--- config.mk ---
export PLATFORM = sky130hd
export DESIGN_NAME = bcd_sub100_serial
export DESIGN_NICKNAME = d
export VERILOG_FILES = /design/src/rtl/bcd_pkg.sv /design/src/rtl/bcd_digit_sub.sv /design/src/rtl/bcd_sub100_serial.sv
export SDC_FILE = /design/constraint.sdc
export NUM_CORES = 2
export LEC_CHECK = 0
export BUFFER_PORTS_ARGS = -buffer_cell sky130_fd_sc_hd__buf_2
export CELL_PAD_IN_SITES_DETAIL_PLACEMENT = 1
export CELL_PAD_IN_SITES_GLOBAL_PLACEMENT = 1
export CORE_AREA = 2 2 469 471
export DETAILED_ROUTE_END_ITERATION = 7
export DIE_AREA = 0 0 471 473
export GPL_ROUTABILITY_DRIVEN = 0
export GPL_TIMING_DRIVEN = 0
export HOLD_SLACK_MARGIN = 0.1
export MAX_ROUTING_LAYER = met4
export PLACE_DENSITY_LB_ADDON = 0.1
export SKIP_CTS_REPAIR_TIMING = 1
export SYNTH_ARGS = -nofsm -noshare
export SYNTH_HDL_FRONTEND = slang
export SYNTH_HIERARCHICAL = 1
export SYNTH_SLANG_ARGS = --single-unit
--- constraint.sdc ---
create_clock -name clk -period 4.6 [get_ports clk]
set_input_delay 1.15 -clock clk [delete_from_list [all_inputs] [get_ports clk]]
set_output_delay 1.15 -clock clk [all_outputs]
set_load 0.02 [all_outputs]
--- src/rtl/bcd_pkg.sv ---
// Shared types and constants for the packed-BCD arithmetic blocks.
// Latency: n/a (declarations only).
// Backpressure: n/a.
package bcd_pkg;

  localparam int BCD_W       = 4;
  localparam int NDIGITS_DEF = 100;

  typedef logic [BCD_W-1:0] bcd_digit_t;

  typedef enum logic [1:0] {
    IDLE = 2'd0,
    RUN  = 2'd1,
    DONE = 2'd2
  } state_t;

endpackage

--- src/rtl/bcd_digit_sub.sv ---
// One BCD digit subtract cell: d = a - b - bin with decimal borrow.
// Latency: combinational.
// Backpressure: none; pure function of its inputs.
module bcd_digit_sub
  import bcd_pkg::*;
(
  input  logic [BCD_W-1:0] a,
  input  logic [BCD_W-1:0] b,
  input  logic             bin,
  output logic [BCD_W-1:0] d,
  output logic             bout,
  output logic             invalid
);

  // 5-bit two's-complement difference covers -16..15, so bit 4 is the sign.
  logic [BCD_W:0] t;

  // Binary subtract, then add ten back when the digit went negative.
  always_comb begin
    t       = {1'b0, a} - {1'b0, b} - {{BCD_W{1'b0}}, bin};
    bout    = t[BCD_W];
    d       = t[BCD_W] ? (t[BCD_W-1:0] + 4'd10) : t[BCD_W-1:0];
    invalid = (a > 4'd9) | (b > 4'd9);
  end

endmodule

--- src/rtl/bcd_sub100_serial.sv ---
// Digit-serial packed-BCD subtractor, diff = a - b - bin, LSD first, one digit per clock.
// Latency: NDIGITS+1 cycles from accepted start to the done pulse.
// Backpressure: start is ignored while busy; results are held until the next accepted start.
module bcd_sub100_serial
  import bcd_pkg::*;
#(
  parameter int NDIGITS = NDIGITS_DEF
) (
  input  logic                     clk,
  input  logic                     rst_n,
  input  logic                     start,
  input  logic [BCD_W*NDIGITS-1:0] a,
  input  logic [BCD_W*NDIGITS-1:0] b,
  input  logic                     bin,
  output logic                     busy,
  output logic                     done,
  output logic [BCD_W*NDIGITS-1:0] diff,
  output logic                     bout,
  output logic                     err
);

  localparam int W  = BCD_W * NDIGITS;
  localparam int CW = $clog2(NDIGITS);
  localparam logic [CW-1:0] LAST = CW'(NDIGITS - 1);

  state_t      state;
  logic [W-1:0] a_sr;
  logic [W-1:0] b_sr;
  logic [W-1:0] diff_sr;
  logic [CW-1:0] count;
  logic        borrow;

  bcd_digit_t  dig_d;
  logic        dig_bout;
  logic        dig_inv;

  bcd_digit_sub u_digit (
    .a       (a_sr[BCD_W-1:0]),
    .b       (b_sr[BCD_W-1:0]),
    .bin     (borrow),
    .d       (dig_d),
    .bout    (dig_bout),
    .invalid (dig_inv)
  );

  // Control FSM, operand/result shift registers and registered outputs.
  always_ff @(posedge clk or negedge rst_n) begin
    if (!rst_n) begin
      state   <= IDLE;
      busy    <= 1'b0;
      done    <= 1'b0;
      diff    <= '0;
      bout    <= 1'b0;
      err     <= 1'b0;
      a_sr    <= '0;
      b_sr    <= '0;
      diff_sr <= '0;
      count   <= '0;
      borrow  <= 1'b0;
    end else begin
      done <= 1'b0;
      case (state)
        IDLE, DONE: begin
          // diff and bout stay visible from the previous result until the next done.
          if (start) begin
            a_sr   <= a;
            b_sr   <= b;
            borrow <= bin;
            count  <= '0;
            err    <= 1'b0;
            busy   <= 1'b1;
            state  <= RUN;
          end else begin
            state <= IDLE;
          end
        end
        RUN: begin
          a_sr    <= a_sr >> BCD_W;
          b_sr    <= b_sr >> BCD_W;
          diff_sr <= {dig_d, diff_sr[W-1:BCD_W]};
          borrow  <= dig_bout;
          err     <= err | dig_inv;
          count   <= count + 1'b1;
          if (count == LAST) begin
            // Last digit goes straight into the output register alongside the shifted-in ones.
            diff  <= {dig_d, diff_sr[W-1:BCD_W]};
            bout  <= dig_bout;
            busy  <= 1'b0;
            done  <= 1'b1;
            state <= DONE;
          end
        end
        default: begin
          busy  <= 1'b0;
          state <= IDLE;
        end
      endcase
    end
  end

endmodule

==> flow_summary.ini <==
[run_status]
outcome = completed

[floorplan]
die_w_um = 471
die_h_um = 473
initial_core_util_pct = 30.2
ios = 1208
coreArea_sq_mm = 0.218
die_area_sq_mm = 0.223
rows = 172

[yosys]
yosysUniqueCellTypes = 35
synth-async-reset-ratio_pct = 100
synth_ff_type = dfrtp_1
synthCells = 6945
ys_ff_latch = 1610
synth_edf_count = 0
ys_seq_area_share_pct = 61.1
yosysWarningCount = 6
avgSynthCellArea_sq_um = 9.49
syn_nets = 7759
netlist_area_sq_mm = 0.0659

[clock_tree]
cts-root-buf = clkbuf_16
cts.sinks = 1610
clk_latency_ns = 0.86
cts_tree = done
htreeDepth = 4
clk_path_buf_depth = 3
cts_buffers = 183
path_clk_slew_ns = 0.06

[grt]
grt_max_degree = 164
grt_pass1_vias = 58323
grt_pass1_wl_mm = 382
antenna_found_initial = 278
grt_overflow = 0
track_usage_pct = 23.4

[worst_setup_path]
required_ns = 5.43
path_depth = 5
slowest_stage = buf_16
arrival_ns = 4.18
reg2reg_depth = 6
crit_chain = buf_12, buf_16, buf_16, buf_16, buf_16
critical_path.max_stage_delay_ns = 0.51
cp-start-kind = primary input
worst_path_most_repeated_cell = buf_16
end_kind = asynchronous set/reset pin
path_max_fanout = 150
critPathBufInv = 5
critPathKind = in -> async
cpLargestDelayFamily = buffers and inverters

[sta]
fin_tns_setup_ns = 0
setup_viol_count_final = 0
finClkSkew_ns = 0.0567
hold_viol_final = 0
hold_slack_ns = 0.256
min_period_ns = 3.35
slew_headroom_pct = 20.9
rsz0062_at_grt = false
finalCritPeriodShare_pct = 72.9
worst_pin_slew_ns = 1.19
fmax_ghz = 0.298
finalMaxSlewViolations = 0

[worst_hold_path]
min_path_type = in -> async

[pwr]
sequentialPowerShare_pct = 47.6
p_per_area_mw_per_mm2 = 362
switching_share_pct = 22.9
p_int_mw = 23.0
leakage_nw = 41.3
p_comb_share_pct = 2.5
pwr-share-clk_pct = 50.0
peakVddDrop_uv = 327
switching_power_mw = 6.82

[place]
numPortBuffers = 1207
place_hpwl_mm = 197

[routing]
drt_pre_antenna_iters = 5
drt-total-wl_mm = 257
num_vias = 55340
drc = 0
antenna_left = 0
via_per_inst = 4.80
drt_iter0_drc = 3247
wl_per_cell_um = 22.3

[layout]
syn_to_final_growth_pct = 25.0
layout.nets = 9162
filler_cell_count = 25497
seq_area_sq_mm = 0.0403
multi_input_area_sq_mm = 0.0234
drive_gt1_share_pct = 18.6

[flow_run]
max-cap-violations = 0
## power by group through the flow
stage	sequential [mW]	clock [mW]	combinational (mW)
6_report	14.2	14.9	0.739
3_5_place_dp	14.4	0	0.768
4_1_cts	14.2	15.3	0.771
2_1_floorplan	14.4	0	0.0123
3_3_place_gp	14.5	0	0.727
5_1_grt	14.2	15.9	0.822
## registers in the layout (all words and copies together) (netlist names)
register  cells
a_sr        400
b_sr        400
borrow        1
bout          1
busy          1
count         7
diff        400
diff_sr     396
done          1
err           1
state         2
## metrics by stage
| step | cells | setup slack, ns | util [%] | cell area [sq um] | total power [mW] |
|---|---|---|---|---|---|
| 6_report | 11541 | 1.25 | 37.8 | 82400 | 29.8 |
| 5_1_grt | 11531 | 0.867 | 37.7 | 82400 | 30.9 |
| 4_1_cts | 11370 | 1.10 | 37.6 | 82000 | 30.2 |
| 3_5_place_dp | 11034 | 0.179 | 34.8 | 75900 | 15.2 |
| 3_3_place_gp | 11023 | -35.96 | 34.6 | 75500 | 15.2 |
| 2_1_floorplan | 6945 | 2.05 | - | 65900 | 14.4 |
## layout by cell type (no fill, tap or decap), types with 2 or more instances in the layout
cell	netlist	final
nand4_1	2	2
mux2_1	379	379
fa_1	2	2
clkinv_16	0	6
nand3_1	3	3
a22o_1	7	7
dfrtp_1	1610	1610
buf_6	41	41
nand3b_1	2	2
xnor2_1	3	3
nand2_1	2784	2784
clkinvlp_4	0	2
bufinv_16	0	4
nand2b_1	3	3
nor2b_1	2	2
clkbuf_8	0	52
a21oi_1	6	6
mux2i_1	3	3
buf_1	29	29
o21ai_0	8	8
inv_1	9	9
nor2_1	797	797
clkbuf_1	415	463
clkbuf_16	0	185
buf_2	3	1209
inv_6	0	2
ha_1	8	8
inv_16	0	3
clkinv_8	0	2
buf_16	0	11
mux2_2	22	22
clkbuf_2	0	3
xor2_1	2	2
a31oi_1	794	794
diode_2	0	171
clkinv_2	0	29
## final cells by class
type,count,area share [%]
diodes,171,0.519
plain buffers,489,2.61
clock buffers,288,6.72
clock inverters,48,0.692
inverters,9,0.0410
multi-input cells,4837,28.4
flip-flops and latches,1610,48.9
well taps,2871,4.36
repair buffers,1218,7.72
## synth_stat cells, types with 7 or more instances
| library cell | instances | area share [%] |
|---|---|---|
| dfrtp_1 | 1610 | 61 |
| mux2_1 | 379 | 6.5 |
| buf_6 | 41 | 0.70 |
| clkbuf_1 | 415 | 2.4 |
| a22o_1 | 7 | 0.093 |
| a31oi_1 | 794 | 7.5 |
| mux2_2 | 22 | 0.38 |
| nor2_1 | 797 | 4.5 |
| nand2_1 | 2784 | 16 |
| ha_1 | 8 | 0.15 |
| buf_1 | 29 | 0.17 |
| inv_1 | 9 | 0.051 |
| o21ai_0 | 8 | 0.061 |
## worst paths after layout
path | startpoint | end | slack [ns]
max | rst_n | a_sr[248] | 1.25
min | rst_n | diff[75] | 0.26
max reg2reg | state[0] | b_sr[283] | 1.44
min reg2reg | diff_sr[214] | diff_sr[210] | 0.46
max in group clk | state[0] | b_sr[283] | 1.44
min in group clk | diff_sr[214] | diff_sr[210] | 0.46
## cells by family after synthesis
| kind of cell | after synthesis | synth area share (%) |
|---|---|---|
| adder cells (fa/ha/maj) | 10 | 0.213 |
| XOR/XNOR | 5 | 0.0665 |
| AO/OA/AOI/OAI | 817 | 7.76 |
| flip-flops | 1610 | 61.1 |
| buffers and inverters | 498 | 3.31 |
| multiplexers | 405 | 6.92 |
| AND/OR/NAND/NOR | 3600 | 20.6 |
## worst reg2reg max path, cell delays in order (launching register included)
cell	delay, ns
dfrtp_1	0.44
nand2b_1	0.10
buf_2	0.27
clkbuf_1	0.92
clkbuf_1	0.63
clkbuf_1	0.50
a31oi_1	0.16
## routing by layer
metal  track usage, %  wire, um  vias up
met5                -         0        -
met4             8.58      9930        0
met3             7.68     18900      515
met2             37.7    123000     1354
met1             27.1    105000    27622
li1                 -         -    25849
Note: power is estimated with default switching activity, not from simulation.
